==> config.mk <==
export PLATFORM = sky130hd
export DESIGN_NAME = arb8_rr_flat
export DESIGN_NICKNAME = d
export VERILOG_FILES = /design/src/rtl/arb8_rr_if.sv /design/src/rtl/arb8_rr.sv /design/src/flat_wrapper.sv
export SDC_FILE = /design/constraint.sdc
export NUM_CORES = 1
export LEC_CHECK = 0
export CAP_MARGIN = 20
export CORE_ASPECT_RATIO = 0.75
export CORE_UTILIZATION = 50
export DETAILED_ROUTE_END_ITERATION = 8
export PLACE_DENSITY_LB_ADDON = 0.2
export SLEW_MARGIN = 20
export SYNTH_ARGS = -nofsm -noshare
export SYNTH_HDL_FRONTEND = slang
export SYNTH_SLANG_ARGS = --single-unit
==> constraint.sdc <==
create_clock -name clk -period 4.5 [get_ports clk]
set_input_delay 0.9 -clock clk [delete_from_list [all_inputs] [get_ports clk]]
set_output_delay 0.9 -clock clk [all_outputs]
set_load 0.03 [all_outputs]
==> src/rtl/arb8_rr_if.sv <==
`default_nettype none
// ----------------------------------------------------------------------------
// arb8_rr_if : request/grant/ack bundle between arb8_rr and its eight clients
// Revision   : 1.0
// ----------------------------------------------------------------------------
interface arb8_rr_if;
  logic [7:0] req;
  logic       res_resp;
  logic [2:0] sel;
  logic [7:0] gnt;
  logic       res_req;
  logic [7:0] ack;
  logic       timeout;

  modport master (
    input  req, res_resp,
    output sel, gnt, res_req, ack, timeout
  );

  modport slave (
    output req, res_resp,
    input  sel, gnt, res_req, ack, timeout
  );
endinterface
`default_nettype wire

==> src/rtl/arb8_rr.sv <==
`default_nettype none
// ----------------------------------------------------------------------------
// arb8_rr  : 8-way round-robin arbiter for one shared resource, optional hold timeout
// Revision : 1.0
// ----------------------------------------------------------------------------
module arb8_rr #(
  parameter int MAX_HOLD = 0
) (
  input  wire logic clk,
  input  wire logic rst_n,
  arb8_rr_if.master bus
);

  localparam int C_CNT_W = (MAX_HOLD < 2) ? 1 : $clog2(MAX_HOLD + 1);
  localparam logic [C_CNT_W-1:0] C_HOLD_LAST = C_CNT_W'((MAX_HOLD > 0) ? MAX_HOLD - 1 : 0);

  localparam logic [1:0] S_IDLE    = 2'd0;
  localparam logic [1:0] S_BUSY    = 2'd1;
  localparam logic [1:0] S_RELEASE = 2'd2;

  logic [1:0]         r_state, w_state_nxt;
  logic [2:0]         r_ptr, w_ptr_nxt;
  logic [C_CNT_W-1:0] r_cnt, w_cnt_nxt;
  logic [2:0]         r_sel, w_sel_nxt;
  logic [7:0]         r_gnt, w_gnt_nxt;
  logic [7:0]         r_ack, w_ack_nxt;
  logic               r_res_req, w_res_req_nxt;
  logic               r_timeout, w_timeout_nxt;
  logic [2:0]         w_pick;
  logic               w_expire;

  // Scanning offsets high-to-low leaves the nearest set request at or after r_ptr.
  always_comb begin
    w_pick = r_ptr;
    for (int i = 7; i >= 0; i--) begin
      if (bus.req[r_ptr + 3'(i)]) begin
        w_pick = r_ptr + 3'(i);
      end
    end
  end

  assign w_expire = (MAX_HOLD != 0) && (r_cnt == C_HOLD_LAST) && !bus.res_resp;

  always_ff @(posedge clk or negedge rst_n) begin
    if (!rst_n) begin
      r_state <= S_IDLE;
    end else begin
      r_state <= w_state_nxt;
    end
  end

  always_comb begin
    w_state_nxt = r_state;
    case (r_state)
      S_IDLE:    if (|bus.req) w_state_nxt = S_BUSY;
      S_BUSY:    if (bus.res_resp || w_expire) w_state_nxt = S_RELEASE;
      S_RELEASE: w_state_nxt = S_IDLE;
      default:   w_state_nxt = S_IDLE;
    endcase
  end

  // r_sel doubles as the latched winner, so it naturally holds through IDLE/RELEASE.
  always_comb begin
    w_ptr_nxt     = r_ptr;
    w_cnt_nxt     = r_cnt;
    w_sel_nxt     = r_sel;
    w_gnt_nxt     = 8'h00;
    w_ack_nxt     = 8'h00;
    w_res_req_nxt = 1'b0;
    w_timeout_nxt = 1'b0;
    case (r_state)
      S_IDLE: begin
        if (|bus.req) begin
          w_sel_nxt     = w_pick;
          w_gnt_nxt     = 8'b1 << w_pick;
          w_res_req_nxt = 1'b1;
          w_ptr_nxt     = w_pick + 3'd1;
          w_cnt_nxt     = '0;
        end
      end
      S_BUSY: begin
        if (bus.res_resp || w_expire) begin
          w_ack_nxt     = 8'b1 << r_sel;
          w_timeout_nxt = w_expire;
        end else begin
          w_gnt_nxt     = 8'b1 << r_sel;
          w_res_req_nxt = 1'b1;
          w_cnt_nxt     = r_cnt + 1'b1;
        end
      end
      default: begin
      end
    endcase
  end

  always_ff @(posedge clk or negedge rst_n) begin
    if (!rst_n) begin
      r_ptr     <= 3'd0;
      r_cnt     <= '0;
      r_sel     <= 3'd0;
      r_gnt     <= 8'h00;
      r_ack     <= 8'h00;
      r_res_req <= 1'b0;
      r_timeout <= 1'b0;
    end else begin
      r_ptr     <= w_ptr_nxt;
      r_cnt     <= w_cnt_nxt;
      r_sel     <= w_sel_nxt;
      r_gnt     <= w_gnt_nxt;
      r_ack     <= w_ack_nxt;
      r_res_req <= w_res_req_nxt;
      r_timeout <= w_timeout_nxt;
    end
  end

  assign bus.sel     = r_sel;
  assign bus.gnt     = r_gnt;
  assign bus.ack     = r_ack;
  assign bus.res_req = r_res_req;
  assign bus.timeout = r_timeout;

endmodule
`default_nettype wire

==> src/flat_wrapper.sv <==
// flat-port wrapper written by rule: the top's interface ports become plain ports
module arb8_rr_flat 
#(
  parameter int MAX_HOLD = 0
)
  (clk, rst_n, bus_req, bus_res_resp, bus_sel, bus_gnt, bus_res_req, bus_ack, bus_timeout);
  arb8_rr_if bus_i ();
  input  wire logic clk;
  input  wire logic rst_n;
  input wire logic [$bits(bus_i.req)-1:0] bus_req;
  input wire logic [$bits(bus_i.res_resp)-1:0] bus_res_resp;
  output wire logic [$bits(bus_i.sel)-1:0] bus_sel;
  output wire logic [$bits(bus_i.gnt)-1:0] bus_gnt;
  output wire logic [$bits(bus_i.res_req)-1:0] bus_res_req;
  output wire logic [$bits(bus_i.ack)-1:0] bus_ack;
  output wire logic [$bits(bus_i.timeout)-1:0] bus_timeout;
  assign bus_i.req = bus_req;
  assign bus_i.res_resp = bus_res_resp;
  assign bus_sel = bus_i.sel;
  assign bus_gnt = bus_i.gnt;
  assign bus_res_req = bus_i.res_req;
  assign bus_ack = bus_i.ack;
  assign bus_timeout = bus_i.timeout;
  arb8_rr #(.MAX_HOLD(MAX_HOLD)) u_core (.clk(clk), .rst_n(rst_n), .bus(bus_i));
endmodule
==> out/qor.txt <==
status: complete, no violations
fill count: 290
Num CTS Buffers: 3
pin count of the biggest net entering global routing: 26
TNS Setup: 0 ns
final setup margin: 0.7894 ns
main area contributors after synthesis: dfrtp_1 (32%), mux4_2 (13%), mux2i_1 (5.7%)
routability cong.: 0.9871
FF/Latch Area: 625.6 um^2
number of remaining DRC errors: 0
grt ovf: 0
critical path peak fanout: 9
routed wire length per instance: 17.97 um
CP max stage cell: mux4_2
Cell Area, Synth: 0.001939 mm^2
Post-Layout Inst Area: 0.002313 mm^2
WS Path Type: reg -> reg
Setup violations, final: 0
Yosys cell types: 53
routed wire length: 4889 um
leading area contributor after synthesis: dfrtp_1
WP data required: 4.65 ns
top_reg_cell synth: dfrtp_1
Die X-Extent: 73.92 um
clk slew on worst S/H paths: 0.09 ns
Max H-tree Level: 1
max-cap violation count: 0
DP Wirelength: 3671 um
Critical Path Start Type: flip-flop
CTS Hold Bufs: 0
IO Port Bufs: 30
nets: 235
row count: 19
post-synth top area share: 0.3226
yosys warns: 0
CTS Root Buffer Type: clkbuf_8
CTS Sinks: 25
#FFs+latches synth: 25
clk buf depth: 2
# resized after CTS: 0
HP Class: in -> async
vias in the first global route: 1,576
maximum clock rate: 0.2695 GHz
# IOs: 32
most frequent CP cell: ha_1
RSZ-0062 raised after global routing: false
Period minus WS final: 3.711 ns
Stages on worst setup path: 12
average size of a mapped cell: 10.05 um^2
Initial Util: 0.5263
placed inst area: 0.002272 mm^2
Post-synth EDFFs: 0
via count: 1,748
drt initial violations: 167
multi-input logic area: 0.001236 mm^2
pre-CTS setup slack: 0.5990 ns
Worst slew margin: 0.5682
ANT nets after route: 0
final hold violations: 0
share of layout cells above drive strength 1: 0.1364
diodes inserted: 0
final worst-path cycle share: 0.8246
sequential share of the synthesized area: 0.3226
Tot GR Track Use: 0.2619
Critical Path Sink Type: flip-flop
Synth Instances: 193
Die Y-Extent: 55.94 um
post-synthesis async set-or-reset flop share: 1.000
Clock Skew: 0.004496 ns
Slew @ Worst Pin: 0.6465 ns
cell family with most CP delay: multiplexers
Reg2Reg Depth: 12
CTS tree: done
Die Area: 0.004134 mm^2
Net Count, Synth: 207
core area: 0.003685 mm^2
area grow syn2layout: 19.29%
initial antenna violation count: 0
Vias/cell: 6.426
Worst Path Arrival: 3.86 ns
worst skew pair latency: 0.27 ns
crit-path max cell delay: 0.55 ns
Bufs and invs on worst path: 1
critical-path cell list: clkinv_1 -> ha_1 -> xnor2_4 -> mux4_2 -> mux2_4 -> o311a_1 -> o21a_1 -> nor3_2 -> nor2_1 -> ha_1 -> nand2_1 -> o21ai_0
Final Max Tran Viols: 0
first-pass GRT wire length: 8121 um
Post-CTS Setup Bufs: 0
first drt pass iteration count: 4
[kinds of logic (layout without fill, tap and decap cells)]
| group | count (synthesis) | in the layout | synth area share |
|---|---|---|---|
| other | 1 | 1 | 0.001934 |
| AOI/OAI and AO/OA | 52 | 52 | 0.1981 |
| DFF | 25 | 25 | 0.3226 |
| and+or+nand+nor | 64 | 64 | 0.1665 |
| muxes | 29 | 29 | 0.2284 |
| adders and majority gates | 3 | 3 | 0.01936 |
| xor gates and xnor gates | 3 | 3 | 0.02323 |
| buffers and inverters | 16 | 43 | 0.04000 |
[registers in the layout, summed over array words and instances, names as in the netlist]
register            cells
u_core.bus.res_req      1
u_core.bus.gnt          8
u_core.bus.sel          3
u_core.r_state          2
u_core.r_ptr            3
u_core.bus.ack          8
[per-layer routing]
| metal | global-route usage | vias to the layer above | routed length, um |
|---|---|---|---|
| met2 | 0.3701 | 92 | 2188 |
| met5 | 0 | - | 0 |
| met4 | 0.04945 | 0 | 39 |
| li1 | - | 807 | - |
| met1 | 0.4117 | 843 | 2232 |
| met3 | 0.05797 | 6 | 429 |
[cell usage in the layout (no fill, tap or decap), drive strengths merged, types with 4 or more instances in the layout]
cell           count
clkdlybuf4s50     29
dfrtp             25
nor2              16
nand2             13
mux2i             12
mux4              11
o21ai             10
nor3               8
nand2b             7
nand3              6
mux2               6
inv                5
a21oi              5
o32ai              5
a211oi             5
a221oi             4
o21a               4
buf                4
[cells in the mapped netlist, drive strengths merged, types with 6 or more instances]
| master | number |
|---|---|
| dfrtp | 25 |
| nor3 | 8 |
| nand3 | 6 |
| mux2 | 6 |
| mux4 | 11 |
| nand2b | 7 |
| nor2 | 16 |
| mux2i | 12 |
| nand2 | 13 |
| o21ai | 10 |
[layout make-up]
class	instances	share of cell area
clock buffer	3	0.01785
clock inverter	1	0.002163
inverter	6	0.009735
multi-input combinational	152	0.5343
sequential	25	0.2704
tap	52	0.02812
timing repair buffer	33	0.1374
[metrics by stage]
| step | instances | util | hold WS (ns) |
|---|---|---|---|
| 2_1_floorplan | 193 | - | 0.5545 |
| 4_1_cts | 272 | 0.6292 | 0.6202 |
| 5_1_grt | 272 | 0.6278 | 0.6420 |
| 3_3_place_gp | 268 | 0.6166 | 0.5887 |
| 3_5_place_dp | 268 | 0.6166 | 0.5922 |
| 6_report | 272 | 0.6278 | 0.6038 |
[worst register-to-register path, delay by kind of cell (launching register included)]
family	cells	cell delay [ns]
buffers and inverters	1	0.26
adder cells (fa/ha/maj)	2	0.75
AND/OR/NAND/NOR	3	0.47
XOR/XNOR	1	0.29
AO/OA/AOI/OAI	3	0.62
multiplexers	2	0.86
flip-flops	1	0.36
[worst paths after layout]
check,startpoint,endpoint,slack [ns]
max in group asynchronous,rst_n,u_core.r_ptr[0],3.52
worst min register to register,u_core.r_state[0],u_core.r_state[1],0.62
worst min-delay path,rst_n,u_core.bus.gnt[5],0.60
worst max register to register,u_core.r_ptr[0],u_core.r_ptr[2],0.79
worst max-delay path,u_core.r_ptr[0],u_core.r_ptr[2],0.79
min in group clk,u_core.r_state[0],u_core.r_state[1],0.62
Power is not shown: default switching activity piles up to over one toggle a cycle in this logic, so the estimate is an artifact.
